`src/rtl/arith_rs_gen.sv`:
```
// Reservation station front end for arithmetic execution units: holds issued ops,
// snoops the CDB for operands, dispatches to an out-of-order EU and broadcasts results.
package arith_rs_pkg;
    localparam int XLEN            = 32;
    localparam int ROB_IDX_LEN     = 5;
    localparam int EXCEPT_CODE_LEN = 5;

    typedef logic [ROB_IDX_LEN-1:0]     rob_idx_t;
    typedef logic [EXCEPT_CODE_LEN-1:0] except_code_t;

    typedef struct packed {
        rob_idx_t          rob_idx;
        logic [XLEN-1:0]   value;
        logic              except_raised;
        except_code_t      except_code;
    } cdb_data_t;
endpackage

module arith_rs_gen
    import arith_rs_pkg::*;
#(
    parameter int EU_CTL_LEN = 4,
    parameter int RS_DEPTH   = 4,
    parameter int RS_IDX_LEN = $clog2(RS_DEPTH)
) (
    input  logic                  clk_i,
    input  logic                  rst_ni,
    input  logic                  flush_i,
    input  logic                  issue_valid_i,
    output logic                  issue_ready_o,
    input  logic [EU_CTL_LEN-1:0] eu_ctl_i,
    input  logic                  rs1_ready_i,
    input  rob_idx_t              rs1_idx_i,
    input  logic [XLEN-1:0]       rs1_value_i,
    input  logic                  rs2_ready_i,
    input  rob_idx_t              rs2_idx_i,
    input  logic [XLEN-1:0]       rs2_value_i,
    input  rob_idx_t              dest_idx_i,
    output logic                  eu_valid_o,
    input  logic                  eu_ready_i,
    output logic [EU_CTL_LEN-1:0] eu_ctl_o,
    output logic [XLEN-1:0]       eu_rs1_o,
    output logic [XLEN-1:0]       eu_rs2_o,
    output logic [RS_IDX_LEN-1:0] eu_tag_o,
    input  logic                  eu_valid_i,
    output logic                  eu_ready_o,
    input  logic [RS_IDX_LEN-1:0] eu_tag_i,
    input  logic [XLEN-1:0]       eu_result_i,
    input  logic                  eu_except_raised_i,
    input  except_code_t          eu_except_code_i,
    input  logic                  cdb_valid_i,
    input  cdb_data_t             cdb_data_i,
    input  logic                  cdb_ready_i,
    output logic                  cdb_valid_o,
    output cdb_data_t             cdb_data_o
);

    typedef enum logic [2:0] {EMPTY, WAIT_OPS, READY, EXEC, DONE} entry_state_t;

    entry_state_t          state_q         [RS_DEPTH];
    logic [EU_CTL_LEN-1:0] ctl_q           [RS_DEPTH];
    logic                  rs1_rdy_q       [RS_DEPTH];
    rob_idx_t              rs1_idx_q       [RS_DEPTH];
    logic [XLEN-1:0]       rs1_val_q       [RS_DEPTH];
    logic                  rs2_rdy_q       [RS_DEPTH];
    rob_idx_t              rs2_idx_q       [RS_DEPTH];
    logic [XLEN-1:0]       rs2_val_q       [RS_DEPTH];
    rob_idx_t              dest_q          [RS_DEPTH];
    logic [XLEN-1:0]       result_q        [RS_DEPTH];
    logic                  except_raised_q [RS_DEPTH];
    except_code_t          except_code_q   [RS_DEPTH];

    logic                  alloc_found, disp_found, bcast_found;
    logic [RS_IDX_LEN-1:0] alloc_idx, disp_idx, bcast_idx;
    logic                  issue_fire, disp_fire, result_fire, bcast_fire;
    logic                  fwd1, fwd2, issue_rs1_rdy, issue_rs2_rdy;
    logic [XLEN-1:0]       issue_rs1_val, issue_rs2_val;
    logic [RS_DEPTH-1:0]   snoop1, snoop2;

    // Priority pick of the lowest-index entry in each state of interest.
    // NOTE: every always_comb output gets a default first so no path leaves it unassigned (no latch).
    always_comb begin
        alloc_found = 1'b0;
        disp_found  = 1'b0;
        bcast_found = 1'b0;
        alloc_idx   = '0;
        disp_idx    = '0;
        bcast_idx   = '0;
        for (int i = RS_DEPTH - 1; i >= 0; i--) begin
            if (state_q[i] == EMPTY) begin
                alloc_found = 1'b1;
                alloc_idx   = RS_IDX_LEN'(i);
            end
            if (state_q[i] == READY) begin
                disp_found = 1'b1;
                disp_idx   = RS_IDX_LEN'(i);
            end
            if (state_q[i] == DONE) begin
                bcast_found = 1'b1;
                bcast_idx   = RS_IDX_LEN'(i);
            end
        end
    end

    always_comb begin
        fwd1          = cdb_valid_i && !rs1_ready_i && (cdb_data_i.rob_idx == rs1_idx_i);
        fwd2          = cdb_valid_i && !rs2_ready_i && (cdb_data_i.rob_idx == rs2_idx_i);
        issue_rs1_rdy = rs1_ready_i || fwd1;
        issue_rs2_rdy = rs2_ready_i || fwd2;
        issue_rs1_val = fwd1 ? cdb_data_i.value : rs1_value_i;
        issue_rs2_val = fwd2 ? cdb_data_i.value : rs2_value_i;
        for (int i = 0; i < RS_DEPTH; i++) begin
            snoop1[i] = cdb_valid_i && (state_q[i] == WAIT_OPS) && !rs1_rdy_q[i]
                        && (cdb_data_i.rob_idx == rs1_idx_q[i]);
            snoop2[i] = cdb_valid_i && (state_q[i] == WAIT_OPS) && !rs2_rdy_q[i]
                        && (cdb_data_i.rob_idx == rs2_idx_q[i]);
        end
    end

    assign issue_fire  = issue_valid_i && alloc_found && !flush_i;
    assign disp_fire   = disp_found && eu_ready_i;
    assign result_fire = eu_valid_i && (state_q[eu_tag_i] == EXEC);
    assign bcast_fire  = bcast_found && cdb_ready_i;

    // NOTE: sequential state uses non-blocking assignments so every entry sees pre-edge values.
    always_ff @(posedge clk_i or negedge rst_ni) begin
        if (!rst_ni) begin
            for (int i = 0; i < RS_DEPTH; i++) state_q[i] <= EMPTY;
        end else if (flush_i) begin
            for (int i = 0; i < RS_DEPTH; i++) state_q[i] <= EMPTY;
        end else begin
            for (int i = 0; i < RS_DEPTH; i++) begin
                unique case (state_q[i])
                    EMPTY:
                        if (issue_fire && alloc_idx == RS_IDX_LEN'(i))
                            state_q[i] <= (issue_rs1_rdy && issue_rs2_rdy) ? READY : WAIT_OPS;
                    WAIT_OPS:
                        if ((rs1_rdy_q[i] || snoop1[i]) && (rs2_rdy_q[i] || snoop2[i]))
                            state_q[i] <= READY;
                    READY:
                        if (disp_fire && disp_idx == RS_IDX_LEN'(i)) state_q[i] <= EXEC;
                    EXEC:
                        if (result_fire && eu_tag_i == RS_IDX_LEN'(i)) state_q[i] <= DONE;
                    DONE:
                        if (bcast_fire && bcast_idx == RS_IDX_LEN'(i)) state_q[i] <= EMPTY;
                    default:
                        state_q[i] <= EMPTY;
                endcase
            end
        end
    end

    // NOTE: payload storage is not reset; it is only observed while its entry state says it is valid.
    always_ff @(posedge clk_i) begin
        for (int i = 0; i < RS_DEPTH; i++) begin
            if (issue_fire && alloc_idx == RS_IDX_LEN'(i)) begin
                ctl_q[i]     <= eu_ctl_i;
                rs1_rdy_q[i] <= issue_rs1_rdy;
                rs1_idx_q[i] <= rs1_idx_i;
                rs1_val_q[i] <= issue_rs1_val;
                rs2_rdy_q[i] <= issue_rs2_rdy;
                rs2_idx_q[i] <= rs2_idx_i;
                rs2_val_q[i] <= issue_rs2_val;
                dest_q[i]    <= dest_idx_i;
            end else begin
                if (snoop1[i]) begin
                    rs1_rdy_q[i] <= 1'b1;
                    rs1_val_q[i] <= cdb_data_i.value;
                end
                if (snoop2[i]) begin
                    rs2_rdy_q[i] <= 1'b1;
                    rs2_val_q[i] <= cdb_data_i.value;
                end
                if (result_fire && eu_tag_i == RS_IDX_LEN'(i)) begin
                    result_q[i]        <= eu_result_i;
                    except_raised_q[i] <= eu_except_raised_i;
                    except_code_q[i]   <= eu_except_code_i;
                end
            end
        end
    end

    // Data outputs are forced to zero whenever their valid is low.
    always_comb begin
        issue_ready_o = alloc_found;
        eu_valid_o    = disp_found;
        cdb_valid_o   = bcast_found;
        eu_ctl_o      = '0;
        eu_rs1_o      = '0;
        eu_rs2_o      = '0;
        eu_tag_o      = '0;
        cdb_data_o    = '0;
        if (disp_found) begin
            eu_ctl_o = ctl_q[disp_idx];
            eu_rs1_o = rs1_val_q[disp_idx];
            eu_rs2_o = rs2_val_q[disp_idx];
            eu_tag_o = disp_idx;
        end
        if (bcast_found) begin
            cdb_data_o.rob_idx       = dest_q[bcast_idx];
            cdb_data_o.value         = result_q[bcast_idx];
            cdb_data_o.except_raised = except_raised_q[bcast_idx];
            cdb_data_o.except_code   = except_code_q[bcast_idx];
        end
    end

    assign eu_ready_o = 1'b1;

endmodule

```
`config.mk`:
```
export PLATFORM = sky130hd
export DESIGN_NAME = arith_rs_gen
export DESIGN_NICKNAME = d
export VERILOG_FILES = /design/src/rtl/arith_rs_gen.sv
export SDC_FILE = /design/constraint.sdc
export NUM_CORES = 1
export LEC_CHECK = 0
export BUFFER_PORTS_ARGS = -buffer_cell sky130_fd_sc_hd__buf_2
export CAP_MARGIN = 20
export CELL_PAD_IN_SITES_DETAIL_PLACEMENT = 1
export CELL_PAD_IN_SITES_GLOBAL_PLACEMENT = 1
export CORE_AREA = 4 4 306 308
export DETAILED_ROUTE_END_ITERATION = 7
export DIE_AREA = 0 0 310 312
export GPL_TIMING_DRIVEN = 0
export HOLD_SLACK_MARGIN = 0.03
export PLACE_DENSITY_LB_ADDON = 0.1
export SYNTH_ARGS = -nofsm -noshare
export SYNTH_HDL_FRONTEND = slang
export SYNTH_SLANG_ARGS = --single-unit
```
`constraint.sdc`:
```
create_clock -name clk_i -period 13.6 [get_ports clk_i]
set_clock_uncertainty 0.15 [all_clocks]
set_input_delay 2.72 -clock clk_i [delete_from_list [all_inputs] [get_ports clk_i]]
set_output_delay 2.72 -clock clk_i [all_outputs]
set_load 0.01 [all_outputs]
```
==> impl_metrics.py <==
metrics = {
    "detailed_routing": {
        "first_pass_iters": 8,
        "drc": 0,
        "wirelength_um": 79400,
        "viasPerCell": 4.73,
        "num_vias": 14500,
        "antenna_left": 0,
        "wl_per_cell_um": 25.9,
        "drtIter0Drc": 905,
    },
    "floorplanning": {
        "die_y_um": 312,
        "die_w_um": 310,
        "die_area_um2": 96700,
        "placementRows": 111,
        "start_util": 0.248,
        "io-pin-count": 293,
        "core_um2": 91100,
    },
    "cts": {
        "cts.clk_slew.worst_paths_ns": 0.07,
        "htreeDepth": 2,
        "ctsHoldBuffers": 0,
        "clockBufferDepth": 3,
        "cts_sinks": 504,
        "cts_tree": "done",
        "cts-resized-gates": 0,
        "cts_root_buf": "clkbuf_16",
        "clkLatencyLatePin_ns": 0.64,
        "post-cts-setup-buffer-count": 0,
        "cts_buffers": 61,
    },
    "synthesis": {
        "synth_common_cells": "edfxtp_1, mux2_2, a21oi_1, nand2_1",
        "yosysSeqAreaShare": 0.666,
        "synthTopCellsByArea": "edfxtp_1, mux2_2, mux2i_1",
        "ys_seq_elements": 504,
        "yosysTopAreaCellShare": 0.651,
        "yosysTopAreaCell": "edfxtp_1",
        "yosysMostFrequentCell": "edfxtp_1",
        "synth_cell_types": 66,
        "synth_edf_count": 490,
        "synthArstFlopShare": 0.0238,
        "yosys_warnings": 0,
        "synthCells": 1443,
        "synth_flop_cell": "edfxtp_1",
        "synthesis.area_um2": 22600,
        "postSynthAreaPerCell_um2": 15.7,
        "syn_nets": 1619,
    },
    "timing": {
        "final.setup.tns_ns": 0,
        "hold_viol": 0,
        "fmax_ghz": 0.149,
        "worst_slew_margin_rel": 0.398,
        "fin_ws_ns": 6.89,
        "drv_slew": 0,
        "finalCritPeriodShare": 0.494,
        "setup_viol": 0,
        "period_minus_slack_ns": 6.71,
        "worst-slew-pin-transition_ns": 0.900,
        "rsz0062_at_grt": "no",
        "hold_ws_ns": 0.386,
    },
    "placed_design": {
        "gp_congestion": 0.726,
        "place_hpwl_um": 55500,
        "dp_slack_ns": 7.46,
        "placed_cell_area_um2": 25900,
        "portBuffers": 280,
    },
    "worst_setup_path": {
        "endpoint_kind": "output port",
        "start_kind": "flop",
        "crit_start": "state_q[5]",
        "arrival_ns": 3.84,
        "required_ns": 10.73,
        "path_class": "flop to output port",
        "r2r-start": "state_q[5]",
        "path_max_fanout": 10,
    },
    "global_routing": {
        "globalRouteTotalUtil": 0.160,
        "grt_antenna_before_repair": 22,
        "overflow": 0,
        "grt_pass1_vias": 15500,
        "grt_max_degree": 33,
        "grt_pass1_wl_um": 113000,
    },
    "worst_hold_path": {
        "min-delay-start": "rs2_rdy_q[2]",
        "min_path_type": "flop to flop",
    },
    "layout": {
        "layout-drive-gt1-share": 0.368,
        "syn_to_final_growth_pct": 24.1,
        "design_area_um2": 28100,
        "final_nets": 1988,
    },
    "status": {
        "status": "completed",
    },
    "pwr": {
        "peakVddDrop_uv": 101,
        "powerDensity_nw_per_um2": 178,
        "p_leak_uw": 0.00992,
    },
    "flow_run": {
        "drv_cap": 0,
    },
}
critical path, cell delays in order, from the launching register on:
cell,delay (ns)
dfrtp_1,0.36
clkbuf_1,0.20
nor3b_2,0.62
clkbuf_1,0.60
clkbuf_1,0.74
a221oi_1,0.21
a21oi_1,0.28
buf_2,0.19
cell usage in the layout, fill, tap and decap left out, drive strengths merged, types with 3 or more instances in the layout:
cell type and instances:
or2 6, nand2b 5, nor2 33, nand4 8
mux2i 69, nand2 76, clkinvlp 6, nand3 8
o32ai 3, a222oi 43, diode 11, nor2b 7
edfxtp 490, a31oi 5, or3 7, mux2 256
a221oi 69, a21oi 123, inv 14, nor3b 7
xor2 35, bufinv 9, and2 3, xnor2 15
clkbuf 128, clkinv 27, dfrtp 12, buf 349
nor3 7, a22o 3, nor4 6
through the flow:
stage	power, uW	cells	util
after floorplan	2660	1443	-
final	5000	3059	0.308
after detailed placement	3400	2934	0.285
after global routing	5260	3051	0.308
after global placement	3370	2909	0.280
after CTS	5110	3047	0.308
state kept, by name, indices dropped and copies added (netlist names):
name             flops
rs1_val_q          128
rs1_idx_q           20
state_q             12
dest_q              20
rs1_rdy_q            4
except_code_q       20
rs2_idx_q           20
result_q           128
except_raised_q      4
ctl_q               16
rs2_val_q          128
rs2_rdy_q            4
logic make-up (layout without fill, tap and decap cells):
kind of cell / after synthesis / count (layout) / synth area share
xor+xnor: 50 / 50 / 0.0194
flops: 504 / 504 / 0.666
buf+inv: 114 / 533 / 0.0259
compound gates: 264 / 264 / 0.0836
other cells: 1 / 12 / 0.000166
simple gates: 185 / 185 / 0.0422
mux: 325 / 325 / 0.163
cell type report:
class	instances	area, um^2
fillers	9634	63000
multi-input cells	825	7010
clock buffers	71	1590
plain buffers	100	533
clock inverters	42	490
flip-flops and latches	504	15100
diodes	11	27.5
well taps	1186	1480
repair buffers	306	1840
inverters	14	52.6
report_power, final:
part | switching (uW) | internal, uW
clock network | 675 | 1000
registers | 33.9 | 1830
logic | 964 | 496
total | 1670 | 3330
metal layers:
metal  GRT usage  vias up  wire, um
li1            -     6541         -
met1       0.215     7491     35200
met2       0.273      332     38800
met3      0.0287       97      3880
met4      0.0324       14      1380
met5           0        -       102
path summary, 6_finish.rpt:
| check | end | slack [ns] | cells after the start |
|---|---|---|---|
| worst max-delay path | eu_rs1_o[20] | 6.89 | 7 |
| worst min-delay path | rs2_rdy_q[2] | 0.39 | 2 |
| worst max register to register | rs2_val_q[2][25] | 10.38 | 8 |
| worst min register to register | rs2_rdy_q[2] | 0.39 | 2 |
| max in group asynchronous | state_q[7] | 11.20 | 1 |
| min in group asynchronous | state_q[8] | 1.84 | 1 |
Power figures use the tool's default switching activity.
